$ cat src/rtl/stack_pkg.sv
// Shared helpers for the multi-pop register stack (stack_multi).
// Holds the port-width helpers, the error-flag record and a parameter
// legality function. Top and cell both import this package.
package stack_pkg;

    // Width of the pop_n port. It must be able to encode 0..POP_MAX.
    function automatic int pop_w(input int pop_max);
        return $clog2(pop_max + 1);
    endfunction

    // Width of the occupancy counter. It must be able to encode 0..DEPTH.
    function automatic int cnt_w(input int depth);
        return $clog2(depth + 1);
    endfunction

    // Overflow/underflow flag pair, kept together in one register.
    typedef struct packed {
        logic overflow;
        logic underflow;
    } stack_err_t;

    // Returns 1 when the parameter set is legal. The top module checks
    // this at elaboration time.
    function automatic bit params_ok(input int depth, input int visibles, input int pop_max);
        return (depth >= 2) && (visibles >= 1) && (visibles <= depth) &&
               (pop_max >= 1) && (pop_max <= depth);
    endfunction

endpackage

$ cat src/rtl/stack_multi_cell.sv
// One entry of stack_multi.
// On each enabled edge the entry loads one of its neighbours from the
// candidate window data[i-1 .. i+POP_MAX]. The top entry loads insert
// instead when push is set.
module stack_multi_cell
    import stack_pkg::*;
#(
    parameter int               WIDTH   = 32,
    parameter int               POP_MAX = 2,
    parameter int               PW      = 2,
    parameter logic [WIDTH-1:0] BOTTOM  = '0,
    parameter bit               IS_TOP  = 1'b0
) (
    input  logic             clk,
    input  logic             reset_n,
    input  logic [WIDTH-1:0] insert,
    input  logic [WIDTH-1:0] cand [POP_MAX+2],
    input  logic             push,
    input  logic [PW-1:0]    pop_n,
    input  logic             enable,
    output logic [WIDTH-1:0] data
);

    logic [WIDTH-1:0] data_nxt;
    int               sel;

    // Select the source for this entry: cand[K] on push, cand[K+1] otherwise.
    always_comb begin
        // NOTE: every always_comb output gets a default first, so no path can infer a latch.
        data_nxt = data;
        sel      = push ? int'(pop_n) : int'(pop_n) + 1;
        for (int j = 0; j < POP_MAX + 2; j++) begin
            if (j == sel) data_nxt = cand[j];
        end
        if (IS_TOP && push) data_nxt = insert;
    end

    // Entry register. It clears to BOTTOM asynchronously.
    always_ff @(posedge clk or negedge reset_n) begin
        // NOTE: each entry is a discrete flop with its own reset. This is not a RAM, so resetting it is legitimate.
        if (!reset_n) begin
            // NOTE: sequential state uses non-blocking assignment, so all entries update from the same pre-edge values.
            data <= BOTTOM;
        end else if (enable) begin
            data <= data_nxt;
        end
    end

endmodule

$ cat src/rtl/stack_multi.sv
// stack_multi: register stack that pushes one entry and pops up to POP_MAX
// entries per cycle. It tracks occupancy and flags overflow/underflow.
// Optional build macro STACK_ERR_STICKY_EN makes the error flags sticky
// and adds the err_clr port. The default build gives one-cycle pulses.
module stack_multi
    import stack_pkg::*;
#(
    parameter int               WIDTH    = 32,
    parameter int               DEPTH    = 8,
    parameter int               VISIBLES = 2,
    parameter int               POP_MAX  = 2,
    parameter logic [WIDTH-1:0] BOTTOM   = '0
) (
    input  logic                             clk,
    input  logic                             reset_n,
    input  logic                             push,
    input  logic [pop_w(POP_MAX)-1:0]        pop_n,
    input  logic [WIDTH-1:0]                 insert,
`ifdef STACK_ERR_STICKY_EN
    input  logic                             err_clr,
`endif
    output logic [VISIBLES-1:0][WIDTH-1:0]   tops,
    output logic [cnt_w(DEPTH)-1:0]          count,
    output logic                             empty,
    output logic                             full,
    output logic                             overflow,
    output logic                             underflow
);

    localparam int PW = pop_w(POP_MAX);
    localparam int CW = cnt_w(DEPTH);

    // One spare bit so that count + 1 - K can neither wrap nor go negative.
    typedef logic [CW:0] cnt_ext_t;

    if (!params_ok(DEPTH, VISIBLES, POP_MAX)) begin : g_bad_params
        $error("stack_multi: need DEPTH>=2, 1<=VISIBLES<=DEPTH, 1<=POP_MAX<=DEPTH");
    end

    logic [DEPTH-1:0][WIDTH-1:0] data;
    logic [CW-1:0]               count_q;
    stack_err_t                  err_q;
    stack_err_t                  err_ev;
    cnt_ext_t                    cnt_sum;
    cnt_ext_t                    cnt_nxt;
    logic                        legal_k;
    logic                        enable;

    // Decide whether this cycle's op is accepted, and compute the next occupancy.
    always_comb begin
        legal_k          = int'(pop_n) <= POP_MAX;
        err_ev.underflow = legal_k && (cnt_ext_t'(pop_n) > cnt_ext_t'(count_q));
        enable           = legal_k && !err_ev.underflow;
        cnt_sum          = cnt_ext_t'(count_q) + cnt_ext_t'(push) - cnt_ext_t'(pop_n);
        err_ev.overflow  = enable && (cnt_sum > cnt_ext_t'(DEPTH));
        cnt_nxt          = err_ev.overflow ? cnt_ext_t'(DEPTH) : cnt_sum;
    end

    // The occupancy counter only moves on accepted ops.
    always_ff @(posedge clk or negedge reset_n) begin
        if (!reset_n) begin
            count_q <= '0;
        end else if (enable) begin
            count_q <= cnt_nxt[CW-1:0];
        end
    end

    // Error flags: sticky until cleared, or one-cycle pulses, depending on the build.
    always_ff @(posedge clk or negedge reset_n) begin
        if (!reset_n) begin
            err_q <= '0;
        end else begin
`ifdef STACK_ERR_STICKY_EN
            err_q.overflow  <= err_ev.overflow  || (err_q.overflow  && !err_clr);
            err_q.underflow <= err_ev.underflow || (err_q.underflow && !err_clr);
`else
            err_q <= err_ev;
`endif
        end
    end

    for (genvar i = 0; i < DEPTH; i++) begin : g_cell
        logic [WIDTH-1:0] cand [POP_MAX+2];
        // Window data[i-1 .. i+POP_MAX]. Positions outside the stack read BOTTOM.
        for (genvar j = 0; j < POP_MAX + 2; j++) begin : g_cand
            if ((i - 1 + j < 0) || (i - 1 + j >= DEPTH)) begin : g_bot
                assign cand[j] = BOTTOM;
            end else begin : g_dat
                assign cand[j] = data[i-1+j];
            end
        end

        stack_multi_cell #(
            .WIDTH   (WIDTH),
            .POP_MAX (POP_MAX),
            .PW      (PW),
            .BOTTOM  (BOTTOM),
            .IS_TOP  (i == 0)
        ) u_cell (
            .clk     (clk),
            .reset_n (reset_n),
            .insert  (insert),
            .cand    (cand),
            .push    (push),
            .pop_n   (pop_n),
            .enable  (enable),
            .data    (data[i])
        );
    end

    for (genvar v = 0; v < VISIBLES; v++) begin : g_tops
        assign tops[v] = data[v];
    end

    assign count     = count_q;
    assign empty     = (count_q == '0);
    assign full      = (count_q == CW'(DEPTH));
    assign overflow  = err_q.overflow;
    assign underflow = err_q.underflow;

endmodule

$ cat config.mk
export PLATFORM = sky130hd
export DESIGN_NAME = stack_multi
export DESIGN_NICKNAME = d
export VERILOG_FILES = /design/src/rtl/stack_pkg.sv /design/src/rtl/stack_multi_cell.sv /design/src/rtl/stack_multi.sv
export SDC_FILE = /design/constraint.sdc
export NUM_CORES = 1
export LEC_CHECK = 0
export BUFFER_PORTS_ARGS = -buffer_cell sky130_fd_sc_hd__buf_4
export CAP_MARGIN = 10
export CORE_ASPECT_RATIO = 1.2
export CORE_MARGIN = 2
export CORE_UTILIZATION = 54
export CTS_CLUSTER_SIZE = 24
export DETAILED_ROUTE_END_ITERATION = 7
export PLACE_DENSITY = 0.73
export SLEW_MARGIN = 5
export SYNTH_ARGS = -nofsm -noshare
export SYNTH_HDL_FRONTEND = slang
export SYNTH_SLANG_ARGS = --single-unit
$ cat constraint.sdc
create_clock -name clk -period 3.1 [get_ports clk]
set_input_delay 0.465 -clock clk [delete_from_list [all_inputs] [get_ports clk]]
set_output_delay 0.465 -clock clk [all_outputs]
set_load 0.01 [all_outputs]
=== Word level (Yosys, flattened, before mapping) ===
Index checks and enable logic that the tools add are counted.

* Mux-type cells: 35
* Add/sub/neg operators: 3
* Reductions and logical operators: 10
* Equal/unequal tests: 6
* Order comparisons: 3

{| class="wikitable"
|+ Operators with widths
! operator !! count
|-
| 2-to-1 mux 32 bit || 34
|-
| == test 3 x 32 -> 1 bit (first input constant) || 2
|-
| == test 2 x 32 -> 1 bit (first input constant) || 1
|-
| logical NOT 32 bit || 1
|-
| AND reduction 3 bit || 2
|-
| adder 4 x 1 -> 5 bit || 1
|-
| > comparator 5 x 4 -> 1 bit (second input constant) || 1
|-
| subtractor 5 x 2 -> 5 bit || 1
|-
| == test 4 bit (second input constant) || 1
|-
| > comparator 2 x 4 -> 1 bit || 1
|-
| logical NOT 4 bit || 1
|-
| 2-to-1 mux 4 bit || 1
|-
| inequality test 4 bit (second input constant) || 1
|-
| nonzero test 4 bit || 1
|-
| adder 2 x 1 -> 3 bit (second input constant) || 1
|-
| logical AND 1 bit || 3
|-
| inequality test 3 bit (second input constant) || 1
|-
| nonzero test 3 bit || 1
|-
| <= comparator 2 bit (second input constant) || 1
|-
| logical NOT 1 bit || 1
|}

* Output and inout bits: 72
* Word-level logic and storage cells: 68
* Register bits after elaboration: 262
* Input bits: 37

=== Depth between registers and ports, before layout ===
* Depth after elaboration: 8
* Depth in mapped cells: 12
* Depth with buffers taken out: 10

=== Cells and area by module ===
A second synthesis with hierarchy kept.

* Cell total of the unflattened synthesis: 3201
* Area total of the unflattened synthesis: 26600.5 um^2

{| class="wikitable"
|+ Modules (own cells, without submodules)
! module !! cells each !! area an instance (um^2) !! sequential area each (um^2) !! instances
|-
| stack_multi_cell (g_cell[1].u_cell ...) || 395 || 3291.9 || 800.8 || 7
|-
| stack_multi_cell (g_cell[0].u_cell) || 376 || 2971.6 || 800.8 || 1
|-
| stack_multi || 60 || 585.6 || 150.1 || 1
|}

=== Worst setup path before layout ===
Ideal clock, no wire load.

* Path type: input port to flip-flop
* Start point: input port pop_n[0]
* End point: register count_q[0] (netlist: count[0])
* Setup time: 66 ps
* Stages on the path: 12
* Data arrival time: 2520 ps
* Path buffers: 2
* Path slack: 514 ps
* Required time: 3034 ps
* Cell sequence: buf_2 buf_2 inv_1 ha_1 inv_1 ha_1 ha_1 inv_1 a21oi_1 o31ai_1 nor4b_2 a22o_1

* Cells in the longest elaborated chain, start to end: 6
* Elaborated cells between the ends (all ways): 9
* Classes of those cells: add/sub (1); order compare (3); mux (1); reduce/logical (4)

{| class="wikitable"
|+ Ends and longest elaborated chain
! what !! RTL line !! source
|-
| start: declaration || stack_multi.sv:17 || <nowiki>input logic [pop_w(POP_MAX)-1:0] pop_n,</nowiki>
|-
| branches (longest 6 deep; another with subtractor 5 x 2 -> 5 bit) || - ||
|-
| end signal: assignment || stack_multi.sv:64 || <nowiki>count_q <= cnt_nxt[CW-1:0];</nowiki>
|-
| end: declaration || stack_multi.sv:41 || <nowiki>logic [CW-1:0] count_q;</nowiki>
|}

Several ways; the timed one is not identified.
A chain may end at the register's enable or synchronous reset.

=== Worst setup path after layout ===
* Start point: register count_q[1] (netlist: count[1])
* End point: register g_cell[1].u_cell.data[30]

* Cells in the longest elaborated chain, start to end: 5

{| class="wikitable"
|+ Ends and longest elaborated chain
! what !! RTL line !! source
|-
| > comparator 2 x 4 -> 1 bit || stack_multi.sv:52 || <nowiki>err_ev.underflow = legal_k && (cnt_ext_t'(pop_n) > cnt_ext_t'(count_q));</nowiki>
|-
| logical AND 1 bit || stack_multi.sv:52 ||
|-
| logical NOT 1 bit || stack_multi.sv:53 || <nowiki>enable = legal_k && !err_ev.underflow;</nowiki>
|-
| logical AND 1 bit || stack_multi.sv:53 ||
|-
| AND reduction 3 bit (no source line) || - ||
|-
| end signal: assignment || stack_multi_cell.sv:45 || <nowiki>data <= data_nxt;</nowiki>
|-
| end: declaration || stack_multi_cell.sv:21 || <nowiki>output logic [WIDTH-1:0] data</nowiki>
|}

No other way between the ends.

==> flow_metrics.tcl <==
set metrics [dict create \
    grt_start_max_net_pins 97 \
    crit_family "simple AND/OR/NAND/NOR gates" \
    avgRoutedWirePerCell_um 16.4 \
    rsz0062_at_grt "no" \
    portBuffers 108 \
    grt_util_all_layers_pct 23.7 \
    drtIter0Drc 946 \
    total_power_w 0.0144 \
    clock-sinks 262 \
    cp-start-kind "register" \
    yosysTopAreaCellShare_pct 45.0 \
    fin_nets 1702 \
    crit_path_end_kind "register" \
    p_per_area_nw_per_um2 895 \
    finalClockSkew_ns 0.0111 \
    cp.required_ns 3.50 \
    yosysTopAreaCell "dfrtp_1" \
    synth_nets 1725 \
    critPathMaxFanout 96 \
    relSlewSlack_pct 52.6 \
    cts_buffers 27 \
    drtPass1Iterations 5 \
    yosysUniqueCellTypes 40 \
    vias_per_cell 5.68 \
    final_util_pct 60.7 \
    cp_cell_sequence "ha_1 > nor2b_1 > o221ai_2 > nand3_4 > buf_12 > nand2_1 > o21ai_1" \
    ir_drop_mv 0.408 \
    hold_class "input port to register" \
    synth_seq_cells 262 \
    hpwlAfterDp_um 20600 \
    n_fill_cell 2154 \
    post-route-min-period_ns 2.28 \
    synth_ff_type "dfrtp_1" \
    initial_core_util_pct 55.1 \
    drive_gt1_share_pct 11.2 \
    synthCells 1677 \
    ys_warn_count 0 \
    synthArstFlopShare_pct 100 \
    worstPathArrival_ns 2.68 \
    period_share_pct 73.6 \
    route.vias.total 11400 \
    ant_nets 0 \
    grt_pass1_vias 10700 \
    syn_to_final_growth_pct 10.3 \
    drcViolationCount 0 \
    synthTopCellsByArea "dfrtp_1 (45%), mux2i_1 (15%), nand2_1 (8.6%), a21oi_1 (6.5%), nor2_1 (4.1%)" \
    cts-htree-levels 1 \
    seq_area_um2 6560 \
    hold_violations 0 \
    root_buffer "clkbuf_16" \
    clkSlewWorstSetupHoldPaths_ns 0.06 \
    clk_path_buf_depth 3 \
    drv_cap 0 \
    cp_slowest_cell "dfrtp_1" \
    post_cts_buffers 0 \
    antennaDiodeCount 0 \
    worst_slew_pin_slew_ns 0.710 \
    max_freq_mhz 439 \
    syn_area_per_cell_um2 8.68 \
    drt_wl_total_um 32900 \
    grt_first_pass_wirelength_um 56200 \
    gp_congestion 0.859 \
    fin_tns_setup_ns 0 \
    synth_edf_count 0 \
    multi_input_area_um2 6870 \
    netlist_area_um2 14600 \
    leakage_nw 7.64 \
    grt_overflow 0 \
    setup_viol 0 \
    io_pins 109 \
    cpPeakStageDelay_ns 0.42 \
    critPathKind "register to register" \
    status "finished, final reports clean" \
    cts_tree "built" \
    clock_latency_ns 0.53 \
    core_area_um2 26400 \
    finalMaxSlewViolations 0 \
    die_h_um 184 \
    ctsResizeCount 0 \
    antenna_found_initial 0 \
    die-area_um2 28300 \
    synth_seq_area_share_pct 45.0 \
    die_x_um 154 \
    crit_buf_inv 1 \
    num_rows 65 \
]
layout by cell type (no fill, tap or decap), drive strengths merged, types with 2 or more instances in the layout:
master,instances
o31ai,2
bufinv,2
nor2b,2
clkbuf,38
and3,3
o21ai,158
nand3,34
nor2,159
nand2,332
ha,11
a22o,3
clkinv,2
o221ai,2
mux2i,224
buf,142
dfrtp,262
xor2,2
inv,12
nand2b,4
a21oi,190
a31oi,2
o211ai,35
nor3,35
cells in the mapped netlist (2+ instances only):
cell      instances
nand2_1         332
dfrtp_1         262
mux2i_1         224
a21oi_1         190
nor2_1          159
o21ai_1         100
buf_4            72
o21ai_0          58
clkbuf_1         52
buf_2            51
nor3_1           35
o211ai_1         35
nand3_1          33
ha_1             11
inv_1            11
buf_1            10
buf_6             8
nand2b_1          4
a22o_1            3
and3_1            3
a31oi_1           2
clkbuf_4          2
nor2b_1           2
o31ai_1           2
worst register-to-register path: stages, from the launching register on:
cell and delay [ns]:
dfrtp_1 0.42, ha_1 0.34, nor2b_1 0.16, o221ai_2 0.32
nand3_4 0.32, buf_12 0.31, nand2_1 0.19, o21ai_1 0.08
worst paths after layout:
| check | startpoint | endpoint | slack (ns) | cells past startpoint |
|---|---|---|---|---|
| worst max-delay path | count[1] | g_cell[1].u_cell.data[30] | 0.82 | 7 |
| worst min-delay path | insert[25] | g_cell[0].u_cell.data[25] | 0.23 | 3 |
| max in group asynchronous | reset_n | g_cell[0].u_cell.data[5] | 1.62 | 3 |
| min in group asynchronous | reset_n | g_cell[7].u_cell.data[29] | 0.49 | 2 |
| worst max register to register | count[1] | g_cell[1].u_cell.data[30] | 0.82 | 7 |
| worst min register to register | g_cell[7].u_cell.data[1] | g_cell[7].u_cell.data[1] | 0.49 | 2 |
metal layers:
metal  vias up  part of all wire, %  GRT usage, %
met1      5463                   49          36.5
met4         0                  1.2          4.52
met5         -                    0             0
li1       5615                    -             -
met3        32                  5.3          3.04
met2       259                   44          36.1
registers in the layout, summed over array words and instances, names as in the netlist:
register / cells
g_cell.u_cell.data: 256
overflow: 1
count: 4
underflow: 1
layout make-up:
cell class | count | share of cell area, %
multi-input cells | 1209 | 42.8
flip-flops and latches | 262 | 40.8
repair buffers | 143 | 8.23
clock buffers | 38 | 4.78
well taps | 335 | 2.61
clock inverters | 5 | 0.491
inverters | 11 | 0.257
cells by family after synthesis:
kind of cell    after synthesis  share of synthesized area [%]
xor+xnor                      3                          0.232
simple gates                575                           15.8
compound gates              396                           14.5
mux                         224                           15.4
buf+inv                     206                           8.07
fa+ha+maj                    11                          0.945
flops                       262                           45.0
report_power, final:
part | leakage, nW | internal, W | total, W | switching [W]
registers | 3.41 | 0.00476 | 0.00627 | 0.00152
logic | 3.81 | 0.00221 | 0.00491 | 0.00269
clock network | 0.416 | 0.00187 | 0.00318 | 0.00131
through the flow:
step	cell area [um2]	instances	hold slack, ns	setup WS (ns)
global placement	15200	1959	0.472	0.652
floorplan	14600	1677	0.169	0.514
finish	16100	2003	0.231	0.820
detailed placement	15200	1959	0.479	0.567
CTS	16100	2003	0.217	0.837
global route	16100	2003	0.236	0.696
what timing repair did:
action	CTS	global route
setup endpoints to repair	0	0
hold buffers	1	0
hold endpoints to repair	57	0
No activity file was read; power rests on OpenSTA's default activity.
